===== src/rtl/vote_display_ctrl.sv =====
`default_nettype none
// ============================================================================
// Module      : vote_display_ctrl
// Description : Display/mode controller between the vote counters and the LED
//               bank. Voting mode flashes an acknowledge pulse on every valid
//               vote; result mode shows a button-selected candidate's live
//               count, or auto-scrolls through all candidates when nothing is
//               selected. Also reports the current leader and a tie flag.
// Revision    : 1.0 - initial release
// ============================================================================
module vote_display_ctrl #(
    parameter int NUM_CAND      = 4,
    parameter int CNT_W         = 8,
    parameter int PULSE_CYCLES  = 5,
    parameter int SCROLL_CYCLES = 8,
    localparam int IDX_W        = (NUM_CAND > 1) ? $clog2(NUM_CAND) : 1
) (
    input  logic                      clk,
    input  logic                      rst,
    input  logic                      mode,
    input  logic                      valid_vote_casted,
    input  logic [NUM_CAND*CNT_W-1:0] cand_votes,
    input  logic [NUM_CAND-1:0]       cand_buttons,
    output logic [CNT_W-1:0]          leds,
    output logic [IDX_W-1:0]          sel_idx,
    output logic                      scanning,
    output logic [IDX_W-1:0]          winner_idx,
    output logic                      tie
);

    // Counter widths hold the largest terminal value without wrapping.
    localparam int                   c_PULSE_W     = $clog2(PULSE_CYCLES + 1);
    localparam int                   c_SCROLL_W    = $clog2(SCROLL_CYCLES + 1);
    localparam logic [c_PULSE_W-1:0]  c_PULSE_LAST  = c_PULSE_W'(PULSE_CYCLES - 1);
    localparam logic [c_SCROLL_W-1:0] c_SCROLL_LAST = c_SCROLL_W'(SCROLL_CYCLES - 1);
    localparam logic [IDX_W-1:0]      c_LAST_IDX    = IDX_W'(NUM_CAND - 1);
    localparam logic [CNT_W-1:0]      c_ALL_ONES    = {CNT_W{1'b1}};

    typedef enum logic [1:0] {
        VOTE_IDLE = 2'd0,
        VOTE_ACK  = 2'd1,
        RES_SCAN  = 2'd2,
        RES_HOLD  = 2'd3
    } state_t;

    state_t                 r_state;
    logic [c_PULSE_W-1:0]   r_pulse_cnt;
    logic [c_SCROLL_W-1:0]  r_dwell_cnt;
    logic [CNT_W-1:0]       r_leds;
    logic [IDX_W-1:0]       r_sel_idx;
    logic                   r_scanning;
    logic [IDX_W-1:0]       r_winner_idx;
    logic                   r_tie;

    logic [CNT_W-1:0]       w_votes [NUM_CAND];
    logic                   w_btn_any;
    logic [IDX_W-1:0]       w_btn_idx;
    logic [IDX_W-1:0]       w_scan_next;
    logic [CNT_W-1:0]       w_max;
    logic [IDX_W-1:0]       w_win;
    logic                   w_tie;

    // Split the packed count bus into one entry per candidate.
    generate
        for (genvar g = 0; g < NUM_CAND; g++) begin : g_unpack
            assign w_votes[g] = cand_votes[g*CNT_W +: CNT_W];
        end
    endgenerate

    // Lowest-numbered pressed button wins when several are held together.
    always_comb begin
        w_btn_any = |cand_buttons;
        w_btn_idx = '0;
        for (int i = NUM_CAND - 1; i >= 0; i--) begin
            if (cand_buttons[i]) begin
                w_btn_idx = IDX_W'(i);
            end
        end
    end

    // Next candidate in the auto-scroll rotation, wrapping after the last one.
    always_comb begin
        w_scan_next = (r_sel_idx == c_LAST_IDX) ? '0 : r_sel_idx + IDX_W'(1);
    end

    // Leader search: strict greater-than keeps the lowest index on equal
    // maxima; any later equal count flags a tie, a new larger count clears it.
    always_comb begin
        w_max = w_votes[0];
        w_win = '0;
        w_tie = 1'b0;
        for (int i = 1; i < NUM_CAND; i++) begin
            if (w_votes[i] > w_max) begin
                w_max = w_votes[i];
                w_win = IDX_W'(i);
                w_tie = 1'b0;
            end else if (w_votes[i] == w_max) begin
                w_tie = 1'b1;
            end
        end
    end

    // Register leader/tie every cycle regardless of mode.
    always_ff @(posedge clk or posedge rst) begin
        if (rst) begin
            r_winner_idx <= '0;
            r_tie        <= 1'b0;
        end else begin
            r_winner_idx <= w_win;
            r_tie        <= w_tie;
        end
    end

    // Mode/display state machine with registered LED, index and scan outputs.
    always_ff @(posedge clk or posedge rst) begin
        if (rst) begin
            r_state     <= VOTE_IDLE;
            r_pulse_cnt <= '0;
            r_dwell_cnt <= '0;
            r_leds      <= '0;
            r_sel_idx   <= '0;
            r_scanning  <= 1'b0;
        end else begin
            case (r_state)
                VOTE_IDLE: begin
                    if (mode) begin
                        r_state     <= RES_SCAN;
                        r_sel_idx   <= '0;
                        r_scanning  <= 1'b1;
                        r_dwell_cnt <= '0;
                        r_pulse_cnt <= '0;
                        r_leds      <= w_votes[0];
                    end else if (valid_vote_casted) begin
                        r_state     <= VOTE_ACK;
                        r_pulse_cnt <= c_PULSE_LAST;
                        r_leds      <= c_ALL_ONES;
                    end else begin
                        r_leds      <= '0;
                    end
                end

                VOTE_ACK: begin
                    if (mode) begin
                        // Result mode aborts any flash in progress.
                        r_state     <= RES_SCAN;
                        r_sel_idx   <= '0;
                        r_scanning  <= 1'b1;
                        r_dwell_cnt <= '0;
                        r_pulse_cnt <= '0;
                        r_leds      <= w_votes[0];
                    end else if (valid_vote_casted) begin
                        // A fresh vote restarts the whole flash window.
                        r_pulse_cnt <= c_PULSE_LAST;
                        r_leds      <= c_ALL_ONES;
                    end else if (r_pulse_cnt == '0) begin
                        r_state     <= VOTE_IDLE;
                        r_leds      <= '0;
                    end else begin
                        r_pulse_cnt <= r_pulse_cnt - c_PULSE_W'(1);
                        r_leds      <= c_ALL_ONES;
                    end
                end

                RES_SCAN: begin
                    if (!mode) begin
                        r_sel_idx   <= '0;
                        r_scanning  <= 1'b0;
                        r_dwell_cnt <= '0;
                        if (valid_vote_casted) begin
                            r_state     <= VOTE_ACK;
                            r_pulse_cnt <= c_PULSE_LAST;
                            r_leds      <= c_ALL_ONES;
                        end else begin
                            r_state     <= VOTE_IDLE;
                            r_leds      <= '0;
                        end
                    end else if (w_btn_any) begin
                        r_state     <= RES_HOLD;
                        r_sel_idx   <= w_btn_idx;
                        r_scanning  <= 1'b0;
                        r_dwell_cnt <= '0;
                        r_leds      <= w_votes[w_btn_idx];
                    end else if (r_dwell_cnt == c_SCROLL_LAST) begin
                        r_dwell_cnt <= '0;
                        r_sel_idx   <= w_scan_next;
                        r_leds      <= w_votes[w_scan_next];
                    end else begin
                        r_dwell_cnt <= r_dwell_cnt + c_SCROLL_W'(1);
                        r_leds      <= w_votes[r_sel_idx];
                    end
                end

                RES_HOLD: begin
                    if (!mode) begin
                        r_sel_idx   <= '0;
                        r_scanning  <= 1'b0;
                        r_dwell_cnt <= '0;
                        if (valid_vote_casted) begin
                            r_state     <= VOTE_ACK;
                            r_pulse_cnt <= c_PULSE_LAST;
                            r_leds      <= c_ALL_ONES;
                        end else begin
                            r_state     <= VOTE_IDLE;
                            r_leds      <= '0;
                        end
                    end else if (w_btn_any) begin
                        r_sel_idx   <= w_btn_idx;
                        r_leds      <= w_votes[w_btn_idx];
                    end else begin
                        // Live count of the latched candidate, not a snapshot.
                        r_leds      <= w_votes[r_sel_idx];
                    end
                end

                default: begin
                    r_state     <= VOTE_IDLE;
                    r_pulse_cnt <= '0;
                    r_dwell_cnt <= '0;
                    r_leds      <= '0;
                    r_sel_idx   <= '0;
                    r_scanning  <= 1'b0;
                end
            endcase
        end
    end

    assign leds       = r_leds;
    assign sel_idx    = r_sel_idx;
    assign scanning   = r_scanning;
    assign winner_idx = r_winner_idx;
    assign tie        = r_tie;

endmodule
`default_nettype wire


===== config.mk =====
export PLATFORM = sky130hd
export DESIGN_NAME = vote_display_ctrl
export DESIGN_NICKNAME = d
export VERILOG_FILES = /design/src/rtl/vote_display_ctrl.sv
export SDC_FILE = /design/constraint.sdc
export NUM_CORES = 1
export LEC_CHECK = 0
export ABC_AREA = 1
export CORE_MARGIN = 5
export CORE_UTILIZATION = 50
export CTS_CLUSTER_DIAMETER = 60
export CTS_CLUSTER_SIZE = 28
export DETAILED_ROUTE_END_ITERATION = 8
export PLACE_DENSITY_LB_ADDON = 0.08
export SLEW_MARGIN = 20
export SYNTH_ARGS = -nofsm -noshare
export SYNTH_HDL_FRONTEND = slang
export SYNTH_SLANG_ARGS = --single-unit

===== constraint.sdc =====
create_clock -name clk -period 2.95 [get_ports clk]
set_input_delay 0.7375 -clock clk [delete_from_list [all_inputs] [get_ports clk]]
set_output_delay 0.7375 -clock clk [all_outputs]
set_load 0.02 [all_outputs]

## Word level (Yosys, flattened, before mapping)

Index checks and enable logic that the tools add are counted.

- Flip-flop bits (word level): 23
- Bits of input ports: 40
- Output and inout bits: 14
- Word-level logic and storage cells: 119

- Add/sub/neg operators: 3
- $lt $le $gt $ge: 6
- Eq/ne operators: 18
- Mux-type cells: 71
- Bitwise gates (word level): 3
- Reduce and logical (&&, ||, !) cells: 10

Operator list:

| operator | number |
|---|---|
| 2-to-1 mux 8 bit | 18 |
| binary-select mux 8 bit (select 2 bit) | 3 |
| 2-to-1 mux 2 bit | 21 |
| case mux 8 bit (4 select lines) | 1 |
| equality test 8 bit | 3 |
| > comparator 8 bit | 3 |
| 2-to-1 mux 4 bit | 5 |
| 2-to-1 mux 3 bit | 6 |
| != test 3 bit (second input constant) | 5 |
| 2-to-1 mux 1 bit | 12 |
| case mux 4 bit (3 select lines) | 1 |
| >= comparator 3 bit (second input constant) | 3 |
| NOT 2 -> 3 bit | 3 |
| case mux 3 bit (3 select lines) | 1 |
| != test 4 bit (second input constant) | 2 |
| case mux 2 bit (4 select lines) | 1 |
| equality test 2 bit (second input constant) | 3 |
| case mux 2 bit (3 select lines) | 1 |
| AND reduction 3 bit | 2 |
| AND reduction 5 bit | 1 |
| adder 4 x 1 -> 4 bit (second input constant) | 1 |
| equality test 4 x 3 -> 1 bit (second input constant) | 1 |
| != test 2 bit (second input constant) | 2 |
| AND reduction 2 bit | 2 |
| other kinds (9) | 10 |

## Longest topological paths before layout

Gate-level depths: netlist of run 1.

- Depth in word-level cells: 11
- Gate-level depth with buffers: 30
- Mapped depth without buffers: 29

## Worst setup path before layout of run 1

No wires, ideal clock.

- Path kind: in2reg
- Start point: input cand_votes[7]
- End point: register r_tie, in the netlist tie
- Library setup time: 113 ps
- Arrival: 3664 ps
- Required time: 2837 ps
- Path slack: -827 ps
- Stages on the path: 26
- Buffers on the path: 1
- Cell sequence: inv_1 ha_1 nand2_1 nor2_1 nand4_1 nand2_1 buf_4 nand2_1 o21ai_0 ha_1 a21oi_1 o21ai_0 nand2_1 nand2_1 nand2_2 clkinv_1 nand2_1 nand2_1 ha_1 nand2_1 o21ai_0 nand2_1 o211ai_1 nand2_1 nand2_1 inv_1

- Word-level cells in the longest chain between the ends: 7
- Elaborated cells between the ends (all ways): 14
- Those cells by class: order compare (3); eq/ne (3); mux (8)

Ends and longest elaborated chain:

| what | line | RTL |
|---|---|---|
| from (decl) | 22 | `input logic [NUM_CAND*CNT_W-1:0] cand_votes,` |
| branches (longest 6 deep; another with > comparator 8 bit) | -- |  |
| 2-to-1 mux 1 bit (*) | 93 | `if (w_votes[i] > w_max) begin` |
| net w_tie | 61 | `logic w_tie;` |
| to (signal assigned) | 110 | `r_tie <= w_tie;` |
| to (decl) | 53 | `logic r_tie;` |

Mark *: on every way through the listed nets, which the timed path passes.
A chain may end at the register's enable or synchronous reset.

## Worst setup path after layout of run 1

- Start point: input cand_votes[1]
- End point: register r_tie, in the netlist tie

Same word-level chain as after synthesis.

==> impl_results.md, run 1 <==
* Comb power frac at 65.5%
* Share of the synthesized area in the top cell type at 23.9%
* Clk_skew at 0.0121 ns
* DR iter-0 viols at 545
* Yosys warnings at 0
* Share of power burned in registers at 22.7%
* Status: finished with violations
* CP max stage delay at just under 0.3 ns
* WS Path Type: primary input to register
* WL per Instance at 16.5 µm
* Count leader, synth: nand2_1
* Total power draw at about 1.7 mW
* EDFF count, synth at 0
* Violated checks: setup timing
* Synth Register Bits at 23
* DIE AREA at 7930 µm²
* Arr. time, crit path at 3.97 ns
* Port Buf Inserts at 53
* Final worst-path cycle share at 127%
* Seq/Total Area, Yosys at 18.4%
* Chip width at 89.0 µm
* Req. time, crit path at roughly 3.2 ns
* CP bufs+invs at 5
* I/O pin cnt at 54
* CTS sink count at 23
* Final std cells w/o fill at 718
* Row count at 28
* Largest net degree at the start of global routing at 34
* Max-slew violations at 0
* Pwr/cell area at roughly 360 nW/µm²
* Initial antenna violation count at 0
* First-pass GRT wire length at roughly 17000 µm
* Sw Ratio at between 40% and 50%
* Root Buffer: clkbuf_8
* Area leader, netlist: nand2_1
* Routability Congestion at 0.936
* CTS buffer count at 3
* P_leak at 2.35 nW
* CTS tree: done
* CP max-delay cell: ha_4
* Max_slew headroom at 60.9%
* Vias in the first global route at 3785
* CP Max Fanout at 6
* Layout cells sized above 1 at 30.2%
* First drt pass iteration count at 6
* Tot GR Track Use at 28.0%
* Register Area at approximately 580 µm²
* Via density at 5.79
* DP Area at a little over 4000 µm²
* Hold Slack at approximately 0.50 ns
* Core Area at between 5000 and 6000 µm²
* Diode count at 0
* CP Launch Type: primary input
* Fin worst setup slack at -0.800 ns
* Post-Synthesis Cells at 535
* Cell variety after synth at 33
* Area delta synth->final at 52.6%
* Drt total wl at 11900 µm
* Top FF cell, synth: dfrtp_1
* DRC Markers at 0
* Die Y at 89.0 µm
* Internal Power at 0.965 mW
* Clock share of power at 11.8%
* Most used cell, CP: nand2_2
* Setup TNS at -2.31 ns
* Worst-case clock buffer depth at 2
* Tmin final at 3.75 ns
* Top post-synthesis cells by count: 199 x nand2_1, 66 x inv_1, 58 x nand3_1
* Critical path capture point type: register
* Final Setup Violations at 3
* HPWL after DPL at 7890 µm
* Dpl ws at -1.76 ns
* Hold crit path type: register to register
* Total gr overflow at 0
* Post-route ant nets at 0
* Vias at a little over 4000
* Slew @ Worst Pin at a little under 0.6 ns
* Initial core utilization at a little over half
* Largest cells by area after synthesis: nand2_1 24%, dfrtp_1 18%, ha_1 11%, nand3_1 9.3%, inv_1 7.9%
* Post-layout util at 79.6%
* Final Hold Viols at 0
* Peak supply drop at 0.000312 V
* Area occupied by multi-input gates at between 2000 and 3000 µm²
* CP top delay family: simple AND/OR/NAND/NOR gates
* H-Tree Depth at 1
* Psw at approximately 0.77 mW
* Final instance area at approximately 4800 µm²
* Mapped cell area at 3120 µm²
* Clock transition at path regs at approximately 0.090 ns
* CTS hold repair buffers at 0
* Fmax at ~270 MHz
* Async SR Flop Fraction at 100%
* Placed Instances at 693
* Fillers at around 440
* Syn nets at 603
* Unrepaired setup endpoints after global routing: yes
* Max Cap Viol at 0
* Synthesized area per cell at just under 6 µm²
* Final Net Count at 712
* Clock Latency Late Sink at 0.28 ns
what timing repair did:
item / in CTS / in global routing
buffers inserted: 17 / 2
resized for setup: 119 / 54
setup endpoints to repair: 3 / 3
pin swaps: 40 / 45
gates cloned: 2 / 0
sequential cells by signal, summed over array words and instances (netlist names):
name	count
sel_idx	2
tie	1
scanning	1
r_pulse_cnt	3
leds	8
r_dwell_cnt	4
r_state	2
winner_idx	2
worst register-to-register path, delay by kind of cell, from the launching register on:
family / cells / cell delay (ns)
buffers and inverters: 1 / 0.28
adders and majority gates: 1 / 0.37
DFF: 1 / 0.61
and+or+nand+nor: 10 / 0.81
cells in the final DEF, fill, tap and decap left out, types with 2 or more instances in the layout:
cell / Yosys / final
a21oi_4: 0 / 2
o211ai_1: 3 / 3
inv_2: 5 / 9
o21ai_1: 8 / 8
nand2_1: 199 / 169
o22ai_1: 3 / 3
nand2_8: 0 / 3
a21oi_1: 47 / 39
nand4_1: 4 / 4
inv_1: 66 / 55
clkdlybuf4s50_1: 0 / 37
ha_4: 0 / 18
a21oi_2: 0 / 6
clkbuf_8: 0 / 3
nand2_4: 0 / 7
nor2_1: 13 / 10
inv_4: 0 / 5
dfrtp_1: 23 / 23
buf_2: 5 / 6
nand2_2: 5 / 27
o21ai_0: 33 / 22
buf_4: 4 / 64
nand3_1: 58 / 58
nor3_1: 2 / 2
xor2_1: 2 / 2
nor2_2: 5 / 6
o21ai_4: 0 / 5
nor2_4: 2 / 4
buf_6: 2 / 8
o21ai_2: 1 / 7
ha_1: 28 / 7
ha_2: 0 / 3
path summary, 6_finish.rpt:
path,end,startpoint,cells after the start,slack [ns]
worst max-delay path,tie$_DFF_PP0_,cand_votes[1],26,-0.80
worst min-delay path,scanning$_DFFE_PP0P_,scanning$_DFFE_PP0P_,2,0.50
worst max register to register,leds[4]$_DFF_PP0_,sel_idx[1]$_DFFE_PP0P_,12,0.76
worst min register to register,scanning$_DFFE_PP0P_,scanning$_DFFE_PP0P_,2,0.50
max in group asynchronous,r_state[0]$_DFFE_PP0P_,rst,3,1.89
min in group asynchronous,r_dwell_cnt[3]$_DFFE_PP0P_,rst,3,0.81
per-layer routing:
metal | up-vias | global-route usage, % | share of wire [%]
li1 | 1961 | - | -
met1 | 1854 | 35.5 | 40
met2 | 258 | 48.6 | 45
met3 | 84 | 3.50 | 8.3
met4 | 0 | 10.3 | 6.3
met5 | - | 0 | 0
logic make-up (layout without fill, tap and decap cells):
kind of cell               count (synthesis)  count (layout)  synth area share, %
and+or+nand+nor                          291             293                 40.2
AOI/OAI and AO/OA                        100             100                 16.9
buffers and inverters                     89             195                 11.9
adders and majority gates                 28              28                 11.2
DFF                                       23              23                 18.4
xor gates and xnor gates                   2               2                0.561
muxes                                      2               2                0.801
cell type report:
class                   count  share of cell area [%]
multi-input cells         425                    57.1
clock inverters             1                   0.105
well taps                  75                    1.97
flip-flops and latches     23                    12.1
inverters                  73                    6.54
repair buffers            118                    21.3
clock buffers               3                   0.866
power groups by stage:
stage,sequential [mW],combinational [mW],clock (mW)
floorplan,0.447,0.466,0
global placement,0.399,0.823,0
detailed placement,0.401,0.840,0
CTS,0.394,0.950,0.208
global route,0.401,1.23,0.218
finish,0.395,1.14,0.205
(Power assumes the default switching activity.)
==> run 2: changes to the inputs <==
--- a/config.mk
+++ b/config.mk
@@ -12,7 +12,6 @@
 export CTS_CLUSTER_SIZE = 28
 export DETAILED_ROUTE_END_ITERATION = 8
 export PLACE_DENSITY_LB_ADDON = 0.08
-export SLEW_MARGIN = 20
 export SYNTH_ARGS = -nofsm -noshare
 export SYNTH_HDL_FRONTEND = slang
 export SYNTH_SLANG_ARGS = --single-unit
==> results of run 2 <==
Final layout, timing and power as in run 1 (identical DEF).
